[src/rtl/powlib_evtlatch.sv]
// Sticky per-bit event latch with deliver-and-clear reader port, per-bit lost-event
// overflow flags and a saturating accepted-event counter.
module powlib_evtlatch #(
  parameter int           W    = 8,
  parameter logic [W-1:0] INIT = '0,
  parameter bit           EVLD = 1'b1,
  parameter int           CNTW = 16
) (
  input  logic            clk,
  input  logic            rst,
  input  logic [W-1:0]    in_evt,
  input  logic            in_vld,
  input  logic [W-1:0]    mask,
  output logic [W-1:0]    out_dat,
  output logic            out_vld,
  input  logic            out_rdy,
  input  logic [W-1:0]    clr,
  input  logic            clr_vld,
  output logic [W-1:0]    pend,
  output logic [W-1:0]    ovf,
  output logic [CNTW-1:0] cnt,
  input  logic            cnt_clr
);

  localparam int PW = $clog2(W + 1);
  localparam int SW = ((CNTW > PW) ? CNTW : PW) + 1;
  localparam logic [SW-1:0] CNT_MAX = (SW'(1) << CNTW) - SW'(1);

  logic [W-1:0]    pend_q, pend_d;
  logic [W-1:0]    ovf_q, ovf_d;
  logic [CNTW-1:0] cnt_q, cnt_d;
  logic [W-1:0]    evt, acc, clrb;
  logic [PW-1:0]   evt_cnt;
  logic [SW-1:0]   cnt_sum;

  // Reader handshake: a word transfers in any cycle with out_vld & out_rdy; out_vld
  // and out_dat come from registers and mask only, so out_rdy never feeds back.
  assign out_dat = pend_q & mask;
  assign out_vld = |out_dat;

  assign evt  = in_evt & {W{in_vld | ~EVLD}};
  assign acc  = (out_vld & out_rdy) ? out_dat : '0;
  assign clrb = clr_vld ? clr : '0;

  always_comb begin
    evt_cnt = '0;
    for (int i = 0; i < W; i++) begin
      evt_cnt = evt_cnt + PW'(evt[i]);
    end
  end

  // A new event always wins over delivery or clear of the same bit.
  always_comb begin
    pend_d  = (pend_q & ~acc & ~clrb) | evt;
    ovf_d   = (ovf_q & ~clrb) | (evt & pend_q & ~acc & ~clrb);
    cnt_sum = (cnt_clr ? '0 : SW'(cnt_q)) + SW'(evt_cnt);
    cnt_d   = (cnt_sum > CNT_MAX) ? CNT_MAX[CNTW-1:0] : cnt_sum[CNTW-1:0];
  end

  always_ff @(posedge clk) begin
    if (!rst) begin
      pend_q <= INIT;
      ovf_q  <= '0;
      cnt_q  <= '0;
    end else begin
      pend_q <= pend_d;
      ovf_q  <= ovf_d;
      cnt_q  <= cnt_d;
    end
  end

  assign pend = pend_q;
  assign ovf  = ovf_q;
  assign cnt  = cnt_q;

endmodule

[config.mk]
export PLATFORM = sky130hd
export DESIGN_NAME = powlib_evtlatch
export DESIGN_NICKNAME = d
export VERILOG_FILES = /design/src/rtl/powlib_evtlatch.sv
export SDC_FILE = /design/constraint.sdc
export NUM_CORES = 1
export LEC_CHECK = 0
export ABC_AREA = 1
export CORE_ASPECT_RATIO = 0.7
export CORE_MARGIN = 4
export CORE_UTILIZATION = 46
export CTS_BUF_LIST = sky130_fd_sc_hd__clkbuf_8 sky130_fd_sc_hd__clkbuf_16
export CTS_CLUSTER_DIAMETER = 150
export CTS_CLUSTER_SIZE = 25
export DETAILED_ROUTE_END_ITERATION = 6
export HOLD_SLACK_MARGIN = 0.08
export PLACE_DENSITY = 0.86
export SETUP_SLACK_MARGIN = 0.15
export SLEW_MARGIN = 20
export SYNTH_ARGS = -nofsm -noshare
export SYNTH_HDL_FRONTEND = slang
export SYNTH_SLANG_ARGS = --single-unit
[constraint.sdc]
create_clock -name clk -period 5.15 [get_ports clk]
set_input_delay 1.03 -clock clk [delete_from_list [all_inputs] [get_ports clk]]
set_output_delay 1.03 -clock clk [all_outputs]
set_load 0.02 [all_outputs]
Word level (Yosys, flattened, before mapping)
Index checks and enable logic that the tools add are counted.
{"block": "word_totals", "register_bits": 32, "input_bits": 30, "out_inout_bits": 41, "word_cells": 30}
{"block": "op_classes", "add_sub_neg": 8, "magnitude_cmp": 1, "n_mux": 4, "bitwise_logic": 13, "n_reduce_logical": 1}
{"op": "8-bit AND", "count": 8}
{"op": "16-bit 2-to-1 mux", "count": 2}
{"op": "16-bit by 4-bit adder with 17-bit output", "count": 1}
{"op": "17-bit by 16-bit greater-than comparator with 1-bit output, second input constant", "count": 1}
{"op": "4-bit by 1-bit adder with 4-bit output", "count": 4}
{"op": "8-bit 2-to-1 mux", "count": 2}
{"op": "8-bit NOT", "count": 2}
{"op": "8-bit bitwise OR", "count": 2}
{"op": "8-bit OR reduction", "count": 1}
{"op": "3-bit by 1-bit adder with 4-bit output", "count": 1}
{"op": "2-bit by 1-bit adder with 3-bit output", "count": 1}
{"op": "1-bit by 1-bit adder with 2-bit output", "count": 1}
{"op": "1-bit AND", "count": 1}

Longest topological paths before layout
{"block": "depth", "depth_word": 11, "depth_mapped": 16, "depth_no_buf": 15}

Worst setup path after synthesis
OpenSTA, ideal clock, no wires.
{"block": "synth_timing", "path_kind": "input-to-reg", "startpoint": "input in_vld", "endpoint": "register cnt_q[10] (netlist: cnt[10])", "setup_ns": 0.071, "arrival_ns": 4.460, "t_required_ns": 5.079, "slack_ns": 0.619, "path_stages": 15, "n_path_buf": 2, "cell_sequence": "clkbuf_1 nand2_1 fa_1 fa_1 inv_1 fa_1 fa_1 inv_1 fa_1 o21ai_2 nand2_2 nor2_8 nand3_4 buf_6 a21oi_2"}
{"block": "synth_between", "elab_chain_len": 11}
{"item": "start: declaration", "line": "12", "rtl": "input logic in_vld,"}
{"item": "8-bit AND *", "line": "41", "rtl": "assign evt = in_evt & {W{in_vld | ~EVLD}};"}
{"item": "1-bit by 1-bit adder with 2-bit output", "line": "48", "rtl": "evt_cnt = evt_cnt + PW'(evt[i]);"}
{"item": "2-bit by 1-bit adder with 3-bit output", "line": "48"}
{"item": "3-bit by 1-bit adder with 4-bit output", "line": "48"}
{"item": "4-bit by 1-bit adder with 4-bit output (3 in series)", "line": "48"}
{"item": "4-bit by 1-bit adder with 4-bit output *", "line": "48"}
{"item": "16-bit by 4-bit adder with 17-bit output *", "line": "56", "rtl": "cnt_sum = (cnt_clr ? '0 : SW'(cnt_q)) + SW'(evt_cnt);"}
{"item": "17-bit by 16-bit greater-than comparator with 1-bit output", "line": "57", "rtl": "cnt_d = (cnt_sum > CNT_MAX) ? CNT_MAX[CNTW-1:0] : cnt_sum[CNTW-1:0];"}
{"item": "16-bit 2-to-1 mux *", "line": "57"}
{"item": "end signal: assignment", "line": "68", "rtl": "cnt_q <= cnt_d;"}
{"item": "end: declaration", "line": "31", "rtl": "logic [CNTW-1:0] cnt_q, cnt_d;"}
Mark *: on every way between the ends. The rest lies on a longest branch, timed or not.
A chain may end at the register's enable or synchronous reset.

Final worst setup path
{"block": "layout_timing", "startpoint": "input in_vld", "endpoint": "register cnt_q[6] (netlist: cnt[6])"}
Same word-level chain as after synthesis.

==> results.toml <==
[run_status]
status = "finished, final reports clean"

[setup_path]
crit_path_end_kind = "flip-flop"
arrival_ns = 4.97
cp-start-kind = "primary input"
crit_path_start = "in_vld"
r2r-start = "cnt[0]"
crit_fanout = 5
required_ns = 5.30
worstSetupPathType = "in2reg"

[die]
die_h_um = 64.14
rows = 20
fp.dieW_um = 88.19
ios = 71
initial_core_util_pct = 47.56
die_area_um2 = 5656
coreArea_um2 = 4354

[timing]
maxSlewHeadroom_pct = 61.16
setup_ws_ns = 0.3385
max_freq_mhz = 207.8
slew_viol_final = 0
timing.final.crit_share_pct = 93.43
setup_viol = 0
fin_setup_tns_ns = 0
skew_ns = 0.006578
hold_viol = 0
period_needed_ns = 4.811
rsz0062_at_grt = "true"
tightest_slew_ns = 0.5817

[logic_synthesis]
netlist_area_um2 = 2071
synth_warnings = 0
ys_ff_latch = 32
synth_edf_count = 0
synthCells = 304
yosysUniqueCellTypes = 30
synth_most_common_cell = "nand2_1"
ys_seq_area_share_pct = 30.94
ys_async_sr_fraction_pct = 0
avgSynthCellArea_um2 = 6.812
synth_area_leaders = "dfxtp_1 (31%), nand2_1 (15%), nand3_1 (8.2%), inv_1 (7.6%), fa_1 (4.8%)"
synth_fp_nets = 345
synth_top_area_cell = "dfxtp_1"
yosysTopAreaCellShare_pct = 30.94
ys.flop_type = "dfxtp_1"
synth_common_cells = "nand2_1 (84), inv_1 (42), nand3_1 (34)"

[layout]
drive_gt1_share_pct = 12.60
final_cell_count_no_fill = 436
diodes = 0
nFillCells = 357
finalNetCount = 421
areaGrowthSynthToFinish_pct = 43.14

[clocking]
ctsHoldBuffers = 0
cts.sinks = 32
path_clk_slew_ns = 0.06
cts_tree = "built"
worstSkewPairLatency_ns = 0.29
htreeDepth = 2
cts_buffers = 5
root_buffer = "clkbuf_8"
cts_buffer_depth = 2

[detailed_routing]
ant_nets = 0
via_count = 2136
finalWirelength_um = 5690
via_per_inst = 4.899
post_drt_wl_per_cell_um = 13.05
drc = 0
drtIter0Drc = 98
first_pass_iters = 4

[placed_design]
place_congestion = 0.8877
dp_slack_ns = 0.02818
dp_hpwl_um = 4454
dpl.cell_count = 423
port_buffers = 70

[run]
max_cap_viol_count = 0

[power]
p_leak_nw = 1.328
fin_total_pwr_mw = 0.7148
p_per_area_nw_per_um2 = 241.2
vdd_ir_drop_max_v = 0.0001851

[global_routing]
grt_first_pass_wirelength_um = 9149
grt_max_degree = 29
grt.total_usage_pct = 20.61
grt-ovfl-total = 0
first_global_vias = 1988
antenna_found_initial = 0

[worst_hold_path]
min_path_type = "reg2reg"
min_from = "ovf[7]"
## what timing repair did
item                                    CTS  global route
endpoints found under the setup margin    0             7
setup buffers                             0             5
gates resized for setup                   0             0
## report_power, final
group	switching [mW]	internal (mW)	leakage, nW	total, mW
sequential	0.00974	0.262	0.260	0.272
combinational	0.111	0.0949	1.01	0.206
clock	0.0952	0.141	0.0593	0.237
total	0.216	0.499	1.33	0.715
## kinds of logic (layout without fill, tap and decap cells)
family                     count (synthesis)  after routing  synth area share [%]
xor gates and xnor gates                   6              6                 2.538
DFF                                       32             32                 30.94
and+or+nand+nor                          164            164                 36.68
AOI/OAI and AO/OA                         32             32                 9.727
buffers and inverters                     59            136                 11.66
adders and majority gates                 11             11                 8.459
## placed cells by master, fill, tap and decap left out, drive strengths merged
cell type and instances:
nand2 90, clkdlybuf4s50 70, inv 51, nand3 36, dfxtp 32, nor2 29
a21oi 29, buf 7, ha 6, fa 5, clkbuf 5, or2 4
xor2 4, nand4 3, o21ai 3, clkinv 2, xnor2 2, nor3 1
nand3b 1, bufinv 1
## final timing paths
kind,depth (start not counted),end,slack [ns]
worst max-delay path,14,cnt[6],0.34
worst min-delay path,2,ovf[7],0.47
worst max register to register,12,cnt[6],1.88
worst min register to register,2,ovf[7],0.47
## layout make-up
| class | instances | area (um^2) | share of cell area, % |
|---|---|---|---|
| repair buffers | 77 | 765.7 | 25.83 |
| multi-input cells | 213 | 1189 | 40.10 |
| clock inverters | 3 | 38.79 | 1.309 |
| inverters | 51 | 192.7 | 6.501 |
| clock buffers | 5 | 68.82 | 2.322 |
| well taps | 55 | 68.82 | 2.322 |
| flip-flops and latches | 32 | 640.6 | 21.61 |
## metal layers
metal	vias up	global-route usage (%)	wire length [um]
met5	-	0	0
met4	0	6.038	61
met3	7	4.253	387
met2	60	30.88	2589
met1	970	29.62	2651
li1	1099	-	-
## registers in the layout, summed over array words and instances (netlist names)
name / count
cnt: 16
ovf: 8
pend: 8
## critical path, cell delays in order
cell and delay, ns:
clkdlybuf4s50_1 0.54, nand2_1 0.14, fa_1 0.52, fa_1 0.55
inv_1 0.05, fa_1 0.56, fa_1 0.22, inv_1 0.06
fa_1 0.42, o21ai_2 0.18, nand2_2 0.12, nor2_1 0.30
xor2_1 0.20, a21oi_2 0.06
## stage by stage
step                util (%)  hold WS, ns  cell area (um^2)
floorplan                  -       0.5403              2071
detailed placement     64.45       0.4576              2806
finish                 68.07       0.4673              2964
global placement       64.45       0.4522              2806
global route           68.07       0.4876              2964
CTS                    66.93       0.4683              2914
Note: power is estimated with default switching activity, not from simulation.
